`config.mk`:
```
export PLATFORM = sky130hd
export DESIGN_NAME = traffic_input_cond
export DESIGN_NICKNAME = d
export VERILOG_FILES = /design/src/rtl/traffic_input_cond_pkg.sv /design/src/rtl/debounce_cell.sv /design/src/rtl/traffic_input_cond.sv
export SDC_FILE = /design/constraint.sdc
export NUM_CORES = 1
export LEC_CHECK = 0
export BUFFER_PORTS_ARGS = -buffer_cell sky130_fd_sc_hd__buf_2
export CAP_MARGIN = 0
export CELL_PAD_IN_SITES_DETAIL_PLACEMENT = 0
export CELL_PAD_IN_SITES_GLOBAL_PLACEMENT = 1
export CORE_ASPECT_RATIO = 0.75
export CORE_UTILIZATION = 55
export CTS_BUF_LIST = sky130_fd_sc_hd__clkbuf_4
export DETAILED_ROUTE_END_ITERATION = 10
export PLACE_DENSITY_LB_ADDON = 0.1
export SLEW_MARGIN = 25
export SYNTH_ARGS = -nofsm -noshare
export SYNTH_HDL_FRONTEND = slang
export SYNTH_HIERARCHICAL = 1
export SYNTH_SLANG_ARGS = --single-unit
```
`constraint.sdc`:
```
create_clock -name clk -period 4.2 [get_ports clk]
set_input_delay 0.21 -clock clk [delete_from_list [all_inputs] [get_ports clk]]
set_output_delay 0.21 -clock clk [all_outputs]
set_load 0.05 [all_outputs]
```
`src/rtl/traffic_input_cond_pkg.sv`:
```
// Shared types and defaults for the traffic-light input conditioning block.
package traffic_input_cond_pkg;

  typedef enum logic [1:0] {
    StIdle    = 2'b00,
    StReq     = 2'b01,
    StWaitRel = 2'b10
  } ped_state_e;

  localparam int unsigned DefDebTicks  = 4;
  localparam int unsigned DefNightHold = 8;

  // Sized for the largest legal DEB_TICKS (15) and NIGHT_HOLD (255).
  localparam int unsigned DebCntW  = 4;
  localparam int unsigned HoldCntW = 8;

endpackage

```
`src/rtl/debounce_cell.sv`:
```
// Two-flop synchronizer followed by a tick-sampled debouncer for one raw input.
module debounce_cell
  import traffic_input_cond_pkg::*;
#(
  parameter int unsigned DEB_TICKS = DefDebTicks
) (
  input  logic clk,
  input  logic reset,
  input  logic tick,
  input  logic raw,
  output logic level
);

  logic               sync1_q, sync2_q;
  logic               level_q, level_d;
  logic [DebCntW-1:0] cnt_q, cnt_d;

  always_ff @(posedge clk or negedge reset) begin
    if (!reset) begin
      sync1_q <= 1'b0;
      sync2_q <= 1'b0;
      level_q <= 1'b0;
      cnt_q   <= '0;
    end else begin
      sync1_q <= raw;
      sync2_q <= sync1_q;
      level_q <= level_d;
      cnt_q   <= cnt_d;
    end
  end

  // cnt counts consecutive ticks that disagree with the stable level.
  always_comb begin
    level_d = level_q;
    cnt_d   = cnt_q;
    if (tick) begin
      if (sync2_q != level_q) begin
        if (cnt_q == DebCntW'(DEB_TICKS - 1)) begin
          level_d = sync2_q;
          cnt_d   = '0;
        end else begin
          cnt_d = cnt_q + DebCntW'(1);
        end
      end else begin
        cnt_d = '0;
      end
    end
  end

  assign level = level_q;

endmodule

```
`src/rtl/traffic_input_cond.sv`:
```
// Conditions the run/pause, night and pedestrian inputs for the traffic controller.
module traffic_input_cond
  import traffic_input_cond_pkg::*;
#(
  parameter int unsigned DEB_TICKS  = DefDebTicks,
  parameter int unsigned NIGHT_HOLD = DefNightHold,
  parameter bit          ENABLE_RST = 1'b1
) (
  input  logic clk,
  input  logic reset,
  input  logic tick,
  input  logic btn_enable,
  input  logic sw_night,
  input  logic btn_ped,
  input  logic ped_ack,
  output logic enable,
  output logic nightcomes,
  output logic ped_req
);

  localparam logic [HoldCntW-1:0] HoldMax = HoldCntW'(NIGHT_HOLD);

  logic en_db, night_db, ped_db;

  debounce_cell #(.DEB_TICKS(DEB_TICKS)) u_deb_enable (
    .clk  (clk),
    .reset(reset),
    .tick (tick),
    .raw  (btn_enable),
    .level(en_db)
  );

  debounce_cell #(.DEB_TICKS(DEB_TICKS)) u_deb_night (
    .clk  (clk),
    .reset(reset),
    .tick (tick),
    .raw  (sw_night),
    .level(night_db)
  );

  debounce_cell #(.DEB_TICKS(DEB_TICKS)) u_deb_ped (
    .clk  (clk),
    .reset(reset),
    .tick (tick),
    .raw  (btn_ped),
    .level(ped_db)
  );

  logic                en_prev_q, ped_prev_q;
  logic                enable_q, enable_d;
  logic                night_q, night_d;
  logic [HoldCntW-1:0] hold_q, hold_d;
  ped_state_e          state_q, state_d;
  logic                ped_rise;

  always_ff @(posedge clk or negedge reset) begin
    if (!reset) begin
      en_prev_q  <= 1'b0;
      ped_prev_q <= 1'b0;
      enable_q   <= ENABLE_RST;
      night_q    <= 1'b0;
      hold_q     <= HoldMax;
      state_q    <= StIdle;
    end else begin
      en_prev_q  <= en_db;
      ped_prev_q <= ped_db;
      enable_q   <= enable_d;
      night_q    <= night_d;
      hold_q     <= hold_d;
      state_q    <= state_d;
    end
  end

  always_comb begin
    enable_d = enable_q ^ (en_db & ~en_prev_q);

    // Hold starts saturated so the first night change after reset is immediate.
    night_d = night_q;
    hold_d  = hold_q;
    if (tick && (hold_q != HoldMax)) begin
      hold_d = hold_q + HoldCntW'(1);
    end
    if ((night_db != night_q) && (hold_q == HoldMax)) begin
      night_d = night_db;
      hold_d  = '0;
    end

    ped_rise = ped_db & ~ped_prev_q;
    state_d  = state_q;
    case (state_q)
      StIdle:    if (ped_rise) state_d = StReq;
      StReq:     if (ped_ack) state_d = StWaitRel;
      StWaitRel: if (!ped_db) state_d = StIdle;
      default:   state_d = StIdle;
    endcase
    if (night_q) begin
      state_d = StIdle;
    end
  end

  assign enable     = enable_q;
  assign nightcomes = night_q;
  assign ped_req    = (state_q == StReq);

endmodule

```
* Word level (Yosys, flattened, before mapping)
Index checks and enable logic that the tools add are counted.
** Word-level totals
- Register bits after elaboration :: 35
- Input port bits :: 7
- Output and inout port bits :: 3
- Word-level logic and storage cells :: 62
** Operators by class
- Add/subtract/negate cells :: 4
- Equal/unequal tests :: 14
- Multiplexer cells :: 13
- Bitwise operators :: 5
- Reductions and logical operators :: 8
** Operators by type and width (number)
- 2-to-1 mux 4 bit :: 6
- 2-to-1 mux 8 bit :: 2
- adder 4 x 1 -> 4 bit (second input constant) :: 3
- == test 4 x 2 -> 1 bit (second input constant) :: 3
- AND reduction 3 bit :: 4
- adder 8 x 1 -> 8 bit (second input constant) :: 1
- == test 8 x 4 -> 1 bit (second input constant) :: 1
- 2-to-1 mux 2 bit :: 4
- inequality test 8 x 4 -> 1 bit (second input constant) :: 1
- inequality test 3 bit (second input constant) :: 2
- one-hot mux 2 bit (3 select lines) :: 1
- inequality test 1 bit :: 4
- inequality test 3 x 2 -> 1 bit (second input constant) :: 1
- AND 1 bit :: 2
- == test 2 x 1 -> 1 bit (second input constant) :: 1
- == test 2 bit (second input constant) :: 1
- logical AND 1 bit :: 2
- logical NOT 2 bit :: 1
- NOT 1 bit :: 2
- nonzero test 2 bit :: 1
- bitwise XOR 1 bit :: 1

* Logic depth before layout (Yosys ltp)
Gate-level depths: netlist of run 1.
- Depth in word-level cells :: 5
- Mapped depth :: 5
- Gate-level depth less buffers :: 5

* Cells and area by module
Netlist of run 1, hierarchy kept.
** By module, submodules not included
- debounce_cell :: instances 3, cells each 25, area each 324.1 µm²
- traffic_input_cond :: instances 1, cells each 60, area each 675.6 µm²

* Worst setup path before layout of run 1
Ideal clock, no wire load.
- Path type :: reg-to-reg
- From :: reg hold_q[5]
- To :: reg night_q, in the netlist nightcomes
- Arrival time :: 1.325 ns
- Setup slack :: 2.750 ns
- Stages on the path, launching flop included :: 4
- Buffers on the path :: 0
- Period minus slack after synthesis :: 1.450 ns
- Path through :: dfrtp_1 or3_4 or2_4 mux2_4
** On the way
- Longest elaborated chain between the ends :: 2
** Ends and longest elaborated chain
- start: declaration :: line traffic_input_cond.sv:52 : logic [HoldCntW-1:0] hold_q, hold_d;
- start signal: assignment :: line traffic_input_cond.sv:62 : hold_q <= HoldMax;
- start signal: assignment :: line traffic_input_cond.sv:69 : hold_q <= hold_d;
- == test 8 x 4 -> 1 bit :: line traffic_input_cond.sv:83 : if ((night_db != night_q) && (hold_q == HoldMax)) begin
- logical AND 1 bit :: line traffic_input_cond.sv:83
- end signal: assignment :: line traffic_input_cond.sv:68 : night_q <= night_d;
- end: declaration :: line traffic_input_cond.sv:51 : logic night_q, night_d;
Every way passes these cells.
A chain may end at the register's enable or synchronous reset.

* Final worst setup path of run 1
Ends and elaborated chain as after synthesis.

==> results of run 1 <==
synth_stat cells (4+ instances only):
| master | count | share of area (%) |
|---|---|---|
| nor2b_1 | 6 | 2.3 |
| xnor2_1 | 8 | 4.3 |
| ha_1 | 5 | 3.8 |
| nand3_1 | 5 | 1.5 |
| inv_1 | 8 | 1.8 |
| mux2_4 | 4 | 3.6 |
| nand2_1 | 10 | 2.3 |
| xor2_1 | 6 | 3.2 |
| dfrtp_1 | 33 | 50 |
critical path, stage by stage (launching register included):
cell and delay (ns):
dfrtp_1 0.42, or3_4 0.41, or2_4 0.28, mux2_4 0.29
state kept, by name (all words and copies together), names as in the netlist, 2 cells and up:
signal / count
u_deb_ped/cnt_q: 4
u_deb_enable/cnt_q: 4
state_q: 2
u_deb_night/cnt_q: 4
hold_q: 8
area by class of cell:
class,count,area (um^2),share of cell area (%)
tap,36,45.04,2.469
timing repair buffer,13,85.08,4.664
clock buffer,5,37.54,2.058
multi-input combinational,92,739.5,40.53
clock inverter,2,8.758,0.4801
inverter,8,30.03,1.646
sequential,35,878.3,48.15
per-stage QoR:
step                utilization, %  cell area [um^2]  setup WS [ns]  total power, mW  cells
global placement             63.83              1738          2.731           0.9458    180
CTS                          67.00              1824          2.694            1.132    191
floorplan                        -              1648          2.750           0.8674    135
detailed placement           63.83              1738          2.709           0.9637    180
global route                 67.00              1824          2.592            1.205    191
finish                       67.00              1824          2.696            1.123    191
worst min path at each step:
stage               startpoint                  to  cells after the start
finish                 ped_ack          state_q[1]                      3
global placement         reset  u_deb_ped/cnt_q[0]                      1
floorplan                reset           en_prev_q                      0
detailed placement       reset  u_deb_ped/cnt_q[1]                      1
global route           ped_ack          state_q[1]                      3
CTS                    ped_ack          state_q[1]                      3
power by group through the flow:
stage               Sequential [mW]  Clock (mW)  Combinational, mW
finish                        0.587       0.162              0.374
global route                  0.605       0.185              0.415
CTS                           0.584       0.170              0.377
detailed placement            0.591           0              0.373
global placement              0.583           0              0.363
floorplan                     0.584           0              0.283
routing by layer:
metal / global-route usage, % / share of wire [%]
met5: 0 / 0
met4: 11.96 / 2.4
met3: 6.308 / 2.8
met2: 28.87 / 43
met1: 26.62 / 52
what timing repair did:
action | 4_1_cts | 5_1_grt
endpoints found under the hold margin | 36 | 0
resized for setup | 0 | 0
buffers inserted | 0 | 0
hold buffers | 4 | 0
cells by family (layout without fill, tap and decap cells):
family | Yosys count | in the layout | share of synthesized area (%)
adder cells (fa/ha/maj) | 5 | 5 | 3.797
XOR/XNOR | 14 | 14 | 7.441
buffers and inverters | 8 | 28 | 1.822
multiplexers | 7 | 7 | 5.467
AND/OR/NAND/NOR | 43 | 43 | 16.55
AO/OA/AOI/OAI | 23 | 23 | 11.62
flip-flops | 35 | 35 | 53.30
==> flow_summary.toml, run 1 <==
[synth]
async_flop_share_pct = 100.0
syn-num-nets = 147
ys_ff_latch = 35
syn_area_per_cell_um2 = 12.21
synthCells = 135
synth_cell_type_count = 34
netlist_area_um2 = 1648
synth_edf_count = 0
synth.yosys.seq_area_share_pct = 53.30
ys.flop_type = "dfrtp_1"
yosysWarnings = 6

[clock_tree]
clk_latency_ns = 0.33
clockRootBuffer = "clkbuf_4"
cts.path.max_buffers = 2
clk_pin_slew_ns = 0.09
cts_tree = "built"
clock-sinks = 35
cts_buffers = 5
h-tree-depth = 2

[timing]
final.setup.tns_ns = 0
slew_headroom_pct = 50.37
finalCritPeriodShare_pct = 35.81
setup_viol = 0
min_period_ns = 1.504
fin_skew_ns = 0.007511
rsz0062_at_grt = "no"
hold_violations = 0
tightest_slew_ns = 0.7445
whs_ns = 0.1177
drv_slew = 0
fmax_ghz = 0.6648

[final_layout]
final_common_cell = "dfrtp_1"
drive_gt1_share_pct = 19.35
nFillCells = 221
layout_common_cells = "33 x dfrtp_1, 10 x nand2_1, 9 x buf_2"
area_delta_synth_final_pct = 10.71
fin_nets = 167
n_antenna_cell = 0

[power]
power.density_nw_per_um2 = 615.3
vdd_ir_drop_max_mv = 0.3283
clockPowerShare_pct = 14.4
pwr-share-seq_pct = 52.3
p_int_uw = 703.2
netSwitchingFraction_pct = 37.36
p_comb_share_pct = 33.3
leakagePower_nw = 0.8844
p_switching_uw = 419.4

[worst_setup_path]
setup.worst_path.start_class = "register"
critPathMaxFanout = 4
crit_path_end_kind = "register"
cp-startpoint = "hold_q[5]"
required_ns = 4.42
worstPathArrival_ns = 1.73
r2r_slack_ns = 2.70
critPathKind = "reg -> reg"
rr_worst_depth = 3
r2r_end = "nightcomes"
endpoint = "nightcomes"
rr_startpoint = "hold_q[5]"

[floorplan]
io_pins = 10
core_area_um2 = 2723
die_area_um2 = 3221
fp.dieH_um = 49.40
num_rows = 16
start_util_pct = 60.52
die_w_um = 65.21

[route]
wl_um = 2713
ant_nets = 0
drtIter0Drc = 46
wire_per_inst_um = 14.20
num_vias = 1038
viasPerCell = 5.435
dr.pass1.iters = 4
drc = 0

[status]
status = "finished, final reports clean"

[global_routing]
antenna_found_initial = 0
grt_pass1_wl_um = 4657
overflow = 0
grt_pass1_vias = 1033
grt_usage_pct = 20.13
grt_max_degree = 36

[placement]
hpwlAfterDp_um = 1927
gp_congestion = 0.8874
portBuffers = 9

[flow_run]
drv_cap = 0

[worst_hold_path]
hold_class = "in -> reg"
No activity file was read; power rests on OpenSTA's default activity.
==> run 2: changes to the inputs <==
--- a/config.mk
+++ b/config.mk
@@ -5,12 +5,13 @@
 export SDC_FILE = /design/constraint.sdc
 export NUM_CORES = 1
 export LEC_CHECK = 0
+export ABC_AREA = 1
 export BUFFER_PORTS_ARGS = -buffer_cell sky130_fd_sc_hd__buf_2
 export CAP_MARGIN = 0
 export CELL_PAD_IN_SITES_DETAIL_PLACEMENT = 0
 export CELL_PAD_IN_SITES_GLOBAL_PLACEMENT = 1
 export CORE_ASPECT_RATIO = 0.75
-export CORE_UTILIZATION = 55
+export CORE_UTILIZATION = 47
 export CTS_BUF_LIST = sky130_fd_sc_hd__clkbuf_4
 export DETAILED_ROUTE_END_ITERATION = 10
 export PLACE_DENSITY_LB_ADDON = 0.1
==> constraint.sdc (replaced) <==
create_clock -name clk -period 1.5 [get_ports clk]
set_input_delay 0.075 -clock clk [delete_from_list [all_inputs] [get_ports clk]]
set_output_delay 0.075 -clock clk [all_outputs]
set_load 0.05 [all_outputs]
==> run 2 against run 1 <==
Synthesized area is 15% higher. Via count is 40% higher. Fmax is 7.8% higher. Design area is 18% higher. Count of clock-buffer cells in the layout is 1 higher. Sequential share of layout area is 7.4 points lower. Sequential cell count stayed put. Wire length is 23% higher. Highest routed layer unchanged.
==> flow_summary.toml, run 2 <==
[status]
status = "finished, final reports clean"

[synth]
synth-simple-area-share_pct = 33.95
synth_cell_type_count = 25
synth_top_cell_area_share_pct = 43.51
yosysTopAreaCell = "dfrtp_1"
ys.flop_type = "dfrtp_1"
synth_edf_count = 0
synth.yosys.seq_area_share_pct = 46.28
muxShareOfSynthArea_pct = 0
synth_compound_gate_area_share_pct = 3.955
synthAdderAreaFrac_pct = 3.296
async_flop_share_pct = 100.0
synth_most_common_cell = "nand2_1"
ys_ff_latch = 35
yosys-top-cells-count = "78 x nand2_1, 34 x inv_1, 33 x dfrtp_1"
syn_area_per_cell_um2 = 8.077
synth_xor_area_share_pct = 3.230
synth_top_family_by_area = "simple AND/OR/NAND/NOR gates"
synthCells = 235
yosysWarnings = 6
syn-num-nets = 247
netlist_area_um2 = 1898
synth.area.top_cells = "dfrtp_1 44%, nand2_1 15%, inv_1 6.7%"

[floorplan]
start_util_pct = 50.53
core_area_um2 = 3756
num_rows = 19
io_pins = 10
fp.dieH_um = 57.04
die_w_um = 75.38
die_area_um2 = 4299

[power]
leakagePower_nw = 1.176
power.density_nw_per_um2 = 1605
vdd_ir_drop_max_mv = 1.217
power_mw = 3.456

[final_layout]
layout_common_cells = "78 x nand2_1, 34 x inv_1, 33 x dfrtp_1"
drive_gt1_share_pct = 19.39
fin_nets = 274
n_antenna_cell = 0
area_delta_synth_final_pct = 13.45
final_common_cell = "nand2_1"
largest-register = "hold_q"
largest_register_ffs = 8

[clock_tree]
clockRootBuffer = "clkbuf_4"
clk_latency_ns = 0.34
cts.path.max_buffers = 2
clk_pin_slew_ns = 0.11
clock-sinks = 35
h-tree-depth = 2
cts_buffers = 5
cts_tree = "built"

[global_routing]
grt_pass1_vias = 1343
grt_usage_pct = 18.36
overflow = 0
grt_pass1_wl_um = 5885
grt_max_degree = 20
antenna_found_initial = 0

[worst_setup_path]
crit_path_end_kind = "register"
r2r_slack_ns = 0.10
worstPathArrival_ns = 1.68
cp_top_family = "flip-flops"
setup.worst_path.start_class = "register"
cpMaxStageDelayCell = "dfrtp_1"
path_cells = "inv_1 > ha_1 > nand3_2 > o21ai_4 > buf_4 > nand3_1 > nand2_1"
critPathMaxFanout = 8
required_ns = 1.79
cp_num_buf_inv = 2
max_stage_delay_ns = 0.44
critPathKind = "reg -> reg"

[route]
num_vias = 1453
wl_um = 3330
dr.pass1.iters = 4
drtIter0Drc = 41
ant_nets = 0
wire_per_inst_um = 10.57
drc = 0
viasPerCell = 4.613

[timing]
drv_slew = 0
hold_violations = 0
min_period_ns = 1.396
fin_skew_ns = 0.005824
tightest_slew_ns = 0.4228
finalCritPeriodShare_pct = 93.03
whs_ns = 0.1796
setup_viol = 0
fmax_ghz = 0.7166
slew_headroom_pct = 71.82

[placement]
hpwlAfterDp_um = 2389
portBuffers = 9
gp_congestion = 0.7680

[worst_hold_path]
hold_class = "in -> async"

[flow_run]
drv_cap = 0
-- run 2: worst reg2reg max path, cell delays in order, from the launching register on --
cell,delay (ns)
dfrtp_1,0.44
inv_1,0.08
ha_1,0.15
nand3_2,0.13
o21ai_4,0.25
buf_4,0.17
nand3_1,0.06
nand2_1,0.06
-- run 2: final timing paths --
kind / startpoint / to / cells past startpoint
max in group asynchronous: reset / enable / 3
min reg2reg: u_deb_ped/sync1_q / u_deb_ped/sync2_q / 0
min in group clk: tick / u_deb_night/level / 4
max: hold_q[1] / hold_q[1] / 7
min: reset / u_deb_ped/cnt_q[3] / 2
max reg2reg: hold_q[1] / hold_q[1] / 7
-- run 2: final cells by class --
class                   count  area, um^2
well taps                  52       65.06
clock inverters             2       7.507
multi-input cells         157       848.3
inverters                  41       153.9
fillers                   368        1603
repair buffers             22       155.1
flip-flops and latches     35       878.3
clock buffers               6       45.04
-- run 2: metal layers --
metal	share of wire (%)	global-route usage (%)	vias to the layer above
met3	3.8	4.770	7
met2	39	25.26	20
met1	55	27.10	648
met5	0	0	-
met4	1.7	7.937	0
li1	-	-	778
-- run 2: cells by family after synthesis --
kind of cell	after synthesis
compound gates	12
xor+xnor	7
fa+ha+maj	5
buf+inv	43
flops	35
simple gates	133
-- run 2: where the power goes --
group / switching (mW) / internal [mW] / total [mW]
combinational: 0.856 / 0.521 / 1.38
clock: 0.317 / 0.192 / 0.508
sequential: 0.320 / 1.25 / 1.57
total: 1.49 / 1.96 / 3.46
-- run 2: per-stage QoR --
stage	cells	setup WS (ns)	utilization (%)	area (um^2)	TNS, ns
after CTS	312	0.04380	56.60	2126	0
after detailed placement	299	0.06673	53.86	2023	0
after floorplan	235	0.02563	-	1898	0
final	315	0.1045	57.33	2153	0
after global routing	315	-0.001286	57.33	2153	-0.001286
after global placement	299	0.1221	53.86	2023	0
-- run 2: what timing repair did --
| action | in CTS | in global routing |
|---|---|---|
| resized for setup | 0 | 1 |
| hold buffers | 5 | 0 |
| hold endpoints to repair | 22 | 0 |
| buffers inserted | 0 | 3 |
| setup endpoints to repair | 0 | 6 |
